### src/rtl/step_dir_monitor.sv
// Receive-side monitor for an A4988 STEP/DIR/ENABLE interface: tracks signed
// position and step period, and flags pulse-width, DIR-setup and disabled-step violations.
module step_dir_monitor #(
    parameter int CLK_FREQ_HZ      = 50_000_000,
    parameter int SYNC_STAGES      = 2,
    parameter int MIN_PULSE_CYCLES = 50,
    parameter int DIR_SETUP_CYCLES = 10,
    parameter int POS_WIDTH        = 32,
    parameter int PERIOD_WIDTH     = 24
) (
    input  logic                        clk,
    input  logic                        reset,
    input  logic                        step_in,
    input  logic                        dir_in,
    input  logic                        enable_n_in,
    input  logic                        sleep_n_in,
    input  logic                        rst_n_in,
    input  logic                        clear_errors,
    output logic signed [POS_WIDTH-1:0] position,
    output logic                        step_strobe,
    output logic                        dir_latched,
    output logic [PERIOD_WIDTH-1:0]     period,
    output logic                        period_valid,
    output logic                        err_high_width,
    output logic                        err_low_width,
    output logic                        err_dir_setup,
    output logic                        err_disabled_step,
    output logic                        err_any
);

    // CLK_FREQ_HZ documents the intended clock only; SYNC_STAGES must be 2 or 3.
    if (SYNC_STAGES < 2 || SYNC_STAGES > 3 || CLK_FREQ_HZ <= 0) begin : g_param_check
        $error("step_dir_monitor: illegal SYNC_STAGES or CLK_FREQ_HZ");
    end

    localparam int WIDTH_W = $clog2(MIN_PULSE_CYCLES + 1);
    localparam int DIR_W   = $clog2(DIR_SETUP_CYCLES + 1);

    localparam logic [WIDTH_W-1:0]      WIDTH_ONE = WIDTH_W'(1);
    localparam logic [WIDTH_W-1:0]      WIDTH_MAX = WIDTH_W'(MIN_PULSE_CYCLES);
    localparam logic [DIR_W-1:0]        DIR_ONE   = DIR_W'(1);
    localparam logic [DIR_W-1:0]        DIR_MAX   = DIR_W'(DIR_SETUP_CYCLES);
    localparam logic [PERIOD_WIDTH-1:0] PER_ONE   = PERIOD_WIDTH'(1);
    localparam logic [POS_WIDTH-1:0]    POS_ONE   = POS_WIDTH'(1);

    // A counter holding N in the edge cycle has seen N+1 clocks of the level,
    // so "shorter than the minimum" means a held count below minimum-1.
    localparam logic [WIDTH_W-1:0] WIDTH_OK = WIDTH_W'(MIN_PULSE_CYCLES - 1);
    localparam logic [DIR_W-1:0]   DIR_OK   = DIR_W'(DIR_SETUP_CYCLES - 1);

    localparam logic [1:0] ST_WAIT_FIRST = 2'd0;
    localparam logic [1:0] ST_HIGH       = 2'd1;
    localparam logic [1:0] ST_LOW        = 2'd2;

    // ------------------------------------------------------------------
    // Input synchronizers
    // ------------------------------------------------------------------
    logic [4:0] pins;
    logic [4:0] sync_q [SYNC_STAGES];
    logic [4:0] s_pins;

    assign pins = {rst_n_in, sleep_n_in, enable_n_in, dir_in, step_in};

    // NOTE: synchronizer flops carry no reset so they keep tracking the pins
    // during reset; a STEP held high across reset release then shows no edge.
    always_ff @(posedge clk) begin
        sync_q[0] <= pins;
        for (int i = 1; i < SYNC_STAGES; i++) begin
            sync_q[i] <= sync_q[i-1];
        end
    end

    assign s_pins = sync_q[SYNC_STAGES-1];

    logic s_step, s_dir, s_en_n, s_sleep_n, s_rst_n;
    assign s_step    = s_pins[0];
    assign s_dir     = s_pins[1];
    assign s_en_n    = s_pins[2];
    assign s_sleep_n = s_pins[3];
    assign s_rst_n   = s_pins[4];

    // ------------------------------------------------------------------
    // Edge detection and event decode
    // ------------------------------------------------------------------
    logic step_q, dir_q;
    logic rise, fall, dir_change, active;
    logic width_short, dir_short;

    logic [1:0]              state;
    logic                    seen_rise;
    logic [WIDTH_W-1:0]      width_cnt;
    logic [DIR_W-1:0]        dir_cnt;
    logic [PERIOD_WIDTH-1:0] period_cnt;

    assign rise        = s_step & ~step_q;
    assign fall        = ~s_step & step_q;
    assign dir_change  = s_dir ^ dir_q;
    assign active      = ~s_en_n & s_sleep_n & s_rst_n;
    assign width_short = width_cnt < WIDTH_OK;
    // DIR toggling in the edge cycle itself means zero setup time.
    assign dir_short   = dir_change | (dir_cnt < DIR_OK);

    // Registered event flags, applied to the outputs one clock later.
    logic                    ev_step, ev_dir, ev_pv;
    logic [PERIOD_WIDTH-1:0] ev_period;
    logic                    ev_err_high, ev_err_low, ev_err_dir, ev_err_dis;

    // NOTE: all sequential state uses non-blocking assignments so every flop
    // samples the pre-edge values regardless of statement order.
    always_ff @(posedge clk) begin
        if (reset) begin
            step_q      <= s_step;
            dir_q       <= s_dir;
            state       <= ST_WAIT_FIRST;
            seen_rise   <= 1'b0;
            width_cnt   <= '0;
            dir_cnt     <= '0;
            period_cnt  <= '0;
            ev_step     <= 1'b0;
            ev_dir      <= 1'b0;
            ev_pv       <= 1'b0;
            ev_period   <= '0;
            ev_err_high <= 1'b0;
            ev_err_low  <= 1'b0;
            ev_err_dir  <= 1'b0;
            ev_err_dis  <= 1'b0;
        end else begin
            step_q <= s_step;
            dir_q  <= s_dir;

            case (state)
                ST_WAIT_FIRST: begin
                    if (rise)      state <= ST_HIGH;
                    else if (fall) state <= ST_LOW;
                end
                ST_HIGH: if (fall) state <= ST_LOW;
                ST_LOW:  if (rise) state <= ST_HIGH;
                default: state <= ST_WAIT_FIRST;
            endcase

            if (rise) seen_rise <= 1'b1;

            if (rise || fall)           width_cnt <= '0;
            else if (width_cnt != WIDTH_MAX) width_cnt <= width_cnt + WIDTH_ONE;

            if (dir_change)             dir_cnt <= '0;
            else if (dir_cnt != DIR_MAX) dir_cnt <= dir_cnt + DIR_ONE;

            if (rise)                   period_cnt <= PER_ONE;
            else if (period_cnt != '1)  period_cnt <= period_cnt + PER_ONE;

            ev_step     <= rise & active;
            ev_dir      <= s_dir;
            ev_pv       <= rise & seen_rise;
            ev_period   <= period_cnt;
            ev_err_high <= fall & (state == ST_HIGH) & width_short;
            ev_err_low  <= rise & (state == ST_LOW) & seen_rise & width_short;
            ev_err_dir  <= rise & dir_short;
            ev_err_dis  <= rise & ~active;
        end
    end

    // ------------------------------------------------------------------
    // Output registers
    // ------------------------------------------------------------------
    logic high_nxt, low_nxt, dir_nxt, dis_nxt;

    // Set wins over a simultaneous clear.
    always_comb begin
        high_nxt = ev_err_high | (err_high_width    & ~clear_errors);
        low_nxt  = ev_err_low  | (err_low_width     & ~clear_errors);
        dir_nxt  = ev_err_dir  | (err_dir_setup     & ~clear_errors);
        dis_nxt  = ev_err_dis  | (err_disabled_step & ~clear_errors);
    end

    always_ff @(posedge clk) begin
        if (reset) begin
            position          <= '0;
            step_strobe       <= 1'b0;
            dir_latched       <= 1'b0;
            period            <= '0;
            period_valid      <= 1'b0;
            err_high_width    <= 1'b0;
            err_low_width     <= 1'b0;
            err_dir_setup     <= 1'b0;
            err_disabled_step <= 1'b0;
            err_any           <= 1'b0;
        end else begin
            step_strobe  <= ev_step;
            period_valid <= ev_pv;
            if (ev_step) begin
                position    <= ev_dir ? position + POS_ONE : position - POS_ONE;
                dir_latched <= ev_dir;
            end
            if (ev_pv) period <= ev_period;
            err_high_width    <= high_nxt;
            err_low_width     <= low_nxt;
            err_dir_setup     <= dir_nxt;
            err_disabled_step <= dis_nxt;
            err_any           <= high_nxt | low_nxt | dir_nxt | dis_nxt;
        end
    end

endmodule

### config.mk
export PLATFORM = sky130hd
export DESIGN_NAME = step_dir_monitor
export DESIGN_NICKNAME = d
export VERILOG_FILES = /design/src/rtl/step_dir_monitor.sv
export SDC_FILE = /design/constraint.sdc
export NUM_CORES = 1
export LEC_CHECK = 0
export ABC_CLOCK_PERIOD_IN_PS = 3150
export CORE_MARGIN = 3
export CORE_UTILIZATION = 53
export CTS_BUF_LIST = sky130_fd_sc_hd__clkbuf_4 sky130_fd_sc_hd__clkbuf_8
export CTS_CLUSTER_SIZE = 16
export DETAILED_ROUTE_END_ITERATION = 8
export HOLD_SLACK_MARGIN = 0.03
export PLACE_DENSITY = 0.81
export SLEW_MARGIN = 20
export SYNTH_ARGS = -nofsm -noshare
export SYNTH_HDL_FRONTEND = slang
export SYNTH_SLANG_ARGS = --single-unit
### constraint.sdc
create_clock -name clk -period 3.15 [get_ports clk]
set_clock_uncertainty 0.05 [all_clocks]
set_input_delay 0.63 -clock clk [delete_from_list [all_inputs] [get_ports clk]]
set_output_delay 0.63 -clock clk [all_outputs]
set_load 0.05 [all_outputs]
==> run metrics, run 1 <==
global-route wire length before repair 26700 um; Final min period 2.98 ns; Post-route DRC 0; Critical Path Sink Type register; Die X 120 um; largest family of logic cells by synthesized area simple AND/OR/NAND/NOR gates; leakage 3.22 nW; FILL cells 1086; hpwl dp 11200 um; commonest non-fill, non-tap cell in the layout dfxtp_1; drt total wl 15900 um; largest net degree at the start of global routing 58; Max Clock Freq 0.336 GHz; Yosys cell types 72; Worst Hold Class reg2reg; Synth-to-Final Area Change 18.1%; reg2reg start ev_dir; WP data arrival 3.27 ns; final hold slack 0.282 ns; H-tree depth 4; critical path class reg2reg; # port buffers 71; layer with the highest usage met2; DRT iter0 DRCs 473; internal cell power 2.62 mW; IO Count 72; total global routing overflow 0; required time worst endpoint 3.44 ns; Inserted Diodes 0; Post-synth EDFFs 0; post-synthesis cell area 0.00693 mm^2; Logic pwr share 9.4%; Primary FF master, synth dfxtp_1; vias per cell 5.65; max-slew violations 0; DR pass1 iterations 5; vias in the first global route 5654; CTS root buf clkbuf_8; critical path startpoint ev_dir; per-cell routed wire length 15.6 um; Tcrit/Tclk final 94.5%; area share of fa/ha/maj cells after synthesis 7.33%; Max-Cap Viols 0; Crit-path slowest cell dfxtp_2; DIE HEIGHT 120 um; status finished, final reports clean; gp weighted congestion 0.865; total power 3.65 mW; critical-path cell list clkinvlp_4 -> buf_4 -> ha_1 -> a21oi_1 -> o21ai_1 -> a211oi_2 -> nand4b_1 -> buf_4 -> a21oi_1 -> mux2i_1 -> nand3_1; grt met3 use 4.77%; CTS Buffer Depth 2; compound-cell area share of the yosys netlist 14.6%; Final Non-Filler Cells 1020; yosys synthesis warning count 0; Total Neg Setup Slack 0 ns; Max IR drop VDD 0.347 mV; Post-Synth Simple-Gate Area 21.5%; mux cell area share after synthesis 5.78%; Skew-Pair Late Insertion Delay 0.46 ns; Seq pwr share 51.3%; async set or reset register ratio after synthesis 0%; total number of vias 5767; Final Setup Violations 0; register area 0.00289 mm^2; share of total power in the clock network 39.3%; Worst-path clk slew 0.09 ns; final net count 884; final hold vios 0; CTS tree yes; Net Count, Synth 818; Clock Sinks 144; dpl cells 986; most frequent cells in the layout dfxtp_1, nor2_1, clkdlybuf4s50_1; Multi-input gate area 0.00381 mm^2; met2 usage 39.3%; Die Area 0.0145 mm^2; grt met1 use 27.6%; starting density of the core 54.4%; power density over cell area 446 mW/mm^2; worst hold path startpoint sync_q[0][1]; final instance area 0.00818 mm^2; Synth Area in XOR/XNOR 5.69%; Net Sw Power 1.03 mW; cells after synthesis 770; Area after DPL 0.00775 mm^2; worst-margin pin slew 0.609 ns; antenna violations before repair 1; count of state elements after synthesis 144; Worst Path Max Fanout 7; core region area 0.0127 mm^2; Relative slew margins 59.4%; CTS buffer count 17; synthesized area per cell 9.00 um^2; Row Count 41; Total GRT Usage 22.5%; Worst path max stage delay 0.40 ns; Sw Share 28.1%; layout cell share with drive strength beyond 1 7.67%; Worst setup SP type register; sequential element share of the synthesized area 41.6%; final antenna-violating net count 0
## critical path, delay by kind of cell (launching register included)
family | cells | cell delay (ns)
buf+inv | 3 | 0.58
mux | 1 | 0.23
simple gates | 2 | 0.24
compound gates | 4 | 0.97
fa+ha+maj | 1 | 0.38
flops | 1 | 0.40
## worst paths after layout
check            endpoint  slack, ns  depth (start not counted)
min reg2reg  sync_q[0][6]       0.28                          0
min          sync_q[0][6]       0.28                          0
max reg2reg  position[27]       0.17                         11
max          position[27]       0.17                         11
## cells in the mapped netlist (4+ instances only)
master	instances	area [um^2]
o21bai_1	8	60.1
nand3_1	19	95.1
ha_1	39	488
inv_1	22	82.6
nand4b_1	4	35.0
nand4_1	15	93.8
a211oi_1	8	60.1
and3_1	10	62.6
nand2b_1	17	106
or3_1	6	37.5
nor2_1	110	413
mux2i_1	40	400
xor2_1	22	193
a21oi_1	49	245
nand2_1	48	180
a31oi_1	11	68.8
o211ai_1	6	45.0
clkbuf_1	23	86.3
o21ai_0	8	40.0
dfxtp_1	144	2880
buf_1	6	22.5
and2_1	5	31.3
nor3_1	8	40.0
o22ai_1	4	25.0
nor2b_1	28	175
xnor2_1	23	201
a21o_1	13	97.6
and4_1	4	35.0
o21ai_1	5	25.0
## layout make-up
class	instances	area share (%)
repair buffers	83	9.73
flip-flops and latches	144	35.3
multi-input cells	568	46.6
well taps	172	2.63
clock inverters	14	1.84
clock buffers	17	2.86
inverters	22	1.06
## routing by layer
layer	share of wire (%)	wire (um)
met1	43	6830
met2	50	7900
met3	5.5	874
met4	2.0	314
met5	0.057	9
## timing repair
item	CTS	global route
setup buffers	0	3
setup endpoints to repair	0	11
gates resized for setup	0	5
hold buffers	0	0
## power groups by stage
stage | clock (mW) | sequential, mW | combinational (mW)
3_5_place_dp | 0 | 1.91 | 0.332
6_report | 1.43 | 1.87 | 0.344
2_1_floorplan | 0 | 1.93 | 0.230
3_3_place_gp | 0 | 1.91 | 0.323
4_1_cts | 1.47 | 1.87 | 0.335
5_1_grt | 1.54 | 1.87 | 0.377
## flip-flops by register name (all words and copies together), names as in the netlist, 2 cells and up
register and count:
state 2, ev_period 24, position 32, sync_q 10
period_cnt 24, period 24, width_cnt 6, dir_cnt 4
## cell families (layout without fill, tap and decap cells)
| kind of cell | Yosys count | in the layout |
|---|---|---|
| AND/OR/NAND/NOR | 297 | 297 |
| flip-flops | 144 | 144 |
| AO/OA/AOI/OAI | 146 | 146 |
| buffers and inverters | 58 | 136 |
| multiplexers | 40 | 40 |
| XOR/XNOR | 45 | 45 |
| adder cells (fa/ha/maj) | 40 | 40 |
## metrics by stage
step / worst slack (ns) / utilization, %
after floorplan: 0.170 / -
after detailed placement: 0.104 / 60.9
final: 0.175 / 64.3
after global placement: 0.223 / 60.9
after CTS: 0.106 / 64.0
after global routing: -0.0150 / 64.3
No activity file was read; power rests on OpenSTA's default activity.
==> inputs of run 2 (changes only) <==
CORE_UTILIZATION = 39   (was 53)
PLACE_DENSITY = 0.64   (was 0.81)
RECOVER_POWER = 100   (was not set)
==> run metrics, run 2 (same netlist as run 1, synthesis figures left out) <==
max-slew violations 0 (unchanged); Worst-path clk slew 0.10 ns (was 0.09 ns); top sig layer met4 (was met5); met3 wire len 633 um (was 874 um); final hold slack 0.279 ns (was 0.282 ns); WP data arrival 3.25 ns (was 3.27 ns); DIE HEIGHT 139 um (was 120 um); Final min period 2.91 ns (was 2.98 ns); reg2reg start ev_dir (unchanged); critical path class reg2reg (unchanged); share of total power in the clock network 41.3% (was 39.3%); RSZ-0062 raised after global routing false; reg2reg setup slack 0.24 ns (was 0.17 ns); status finished, final reports clean (unchanged); FILL cells 1722 (was 1086); Max Clock Freq 0.344 GHz (was 0.336 GHz); Tcrit/Tclk final 92.3% (was 94.5%); Worst Hold Class reg2reg (unchanged); per-cell routed wire length 13.9 um (was 15.6 um); Final Setup Violations 0 (unchanged); required time worst endpoint 3.49 ns (was 3.44 ns); final net count 880 (was 884); Worst Path Max Fanout 30 (was 7); commonest non-fill, non-tap cell in the layout dfxtp_1 (unchanged); leakage 3.44 nW (was 3.22 nW); # port buffers 71 (unchanged); final hold vios 0 (unchanged); starting density of the core 39.9% (was 54.4%); worst hold path startpoint sync_q[0][0] (was sync_q[0][1]); layout cell share with drive strength beyond 1 6.39% (was 7.67%); Worst setup SP type register (unchanged); DR WL met2 6650 um (was 7900 um); Critical Path Sink Type register (unchanged); Row Count 48 (was 41); M1 WL 7260 um (was 6830 um); Total GRT Usage 15.5% (was 22.5%); core region area 0.0174 mm^2 (was 0.0127 mm^2); CTS root buf clkbuf_8 (unchanged); CTS buffer count 17 (unchanged); critical path startpoint ev_dir (unchanged); Seq pwr share 50.0% (was 51.3%); Max-Cap Viols 0 (unchanged); Die X 139 um (was 120 um); final antenna-violating net count 0 (unchanged); CTS Buffer Depth 2 (unchanged); Clock Sinks 144 (unchanged); Net Sw Power 1.03 mW (about the same); largest net degree at the start of global routing 38 (was 58); IO Count 72 (unchanged); DR pass1 iterations 5 (unchanged); post-layout utilization of the core 47.5% (was 64.3%); Total Neg Setup Slack 0 ns (unchanged); Die Area 0.0194 mm^2 (was 0.0145 mm^2); most frequent cells in the layout dfxtp_1, nor2_1, dlygate4sd3_1 (was dfxtp_1, nor2_1, clkdlybuf4s50_1); Largest register FFs 32 (unchanged); total global routing overflow 0 (unchanged); gp weighted congestion 0.910 (was 0.865); total number of vias 5447 (was 5767); vias in the first global route 5160 (was 5654); Logic pwr share 8.8% (was 9.4%); Sw Share 27.6% (was 28.1%); power density over cell area 454 mW/mm^2 (was 446 mW/mm^2); Synth-to-Final Area Change 18.9% (was 18.1%); total power 3.74 mW (was 3.65 mW); Post-route DRC 0 (unchanged); CTS tree yes (unchanged); antenna violations before repair 0 (was 1); vias per cell 5.09 (was 5.65); internal cell power 2.71 mW (was 2.62 mW); Reg with most FFs position (unchanged); Max IR drop VDD 0.472 mV (was 0.347 mV); DRT iter0 DRCs 308 (was 473); drt total wl 14800 um (was 15900 um); Relative slew margins 19.5% (was 59.4%); global-route wire length before repair 25300 um (was 26700 um); hpwl dp 10700 um (was 11200 um); worst-margin pin slew 1.21 ns (was 0.609 ns); Inserted Diodes 0 (unchanged); H-tree depth 4 (unchanged); total setup buffers inserted after CTS 0 (unchanged); Skew-Pair Late Insertion Delay 0.45 ns (was 0.46 ns)
## run 2: critical path: stages (launching register included)
cell      delay, ns
dfxtp_1        0.41
inv_1          0.10
buf_12         0.18
ha_1           0.38
a21oi_1        0.31
o221ai_1       0.24
a221oi_2       0.46
nor2_1         0.08
or4b_1         0.51
a31oi_1        0.12
## run 2: area by class of cell
class / count / area [um^2] / area share (%)
multi-input cells: 568 / 3810 / 46.2
flip-flops and latches: 144 / 2880 / 35.0
repair buffers: 79 / 767 / 9.31
well taps: 225 / 282 / 3.42
clock buffers: 18 / 241 / 2.93
clock inverters: 14 / 174 / 2.11
inverters: 22 / 82.6 / 1.00
## run 2: stage by stage
step	setup WS [ns]	cells	cell area [um^2]
final	0.241	1070	8240
after global routing	0.00173	1070	8240
after CTS	0.252	1070	8240
after detailed placement	0.264	1038	7830
after global placement	0.268	1038	7830
after floorplan	0.170	770	6930
## run 2: per-layer routing
metal,up-vias,track usage [%]
li1,2834,-
met1,2485,21.5
met2,111,23.9
met3,17,3.88
met4,0,4.99
met5,-,0
## run 2: path summary, 6_finish.rpt
path / endpoint / cells after the start
max: position[31] / 9
min: sync_q[0][5] / 0
max reg2reg: position[31] / 9
min reg2reg: sync_q[0][5] / 0
## run 2: power groups by stage
stage | Clock [mW] | Sequential, mW | Combinational [mW]
final | 1.54 | 1.87 | 0.329
after global routing | 1.67 | 1.88 | 0.366
after CTS | 1.59 | 1.87 | 0.333
after detailed placement | 0 | 1.91 | 0.332
after global placement | 0 | 1.91 | 0.332
after floorplan | 0 | 1.93 | 0.230
## run 2: timing repair
action,CTS,global route
resized for setup,0,1
setup endpoints to repair,0,1
hold buffers,0,0
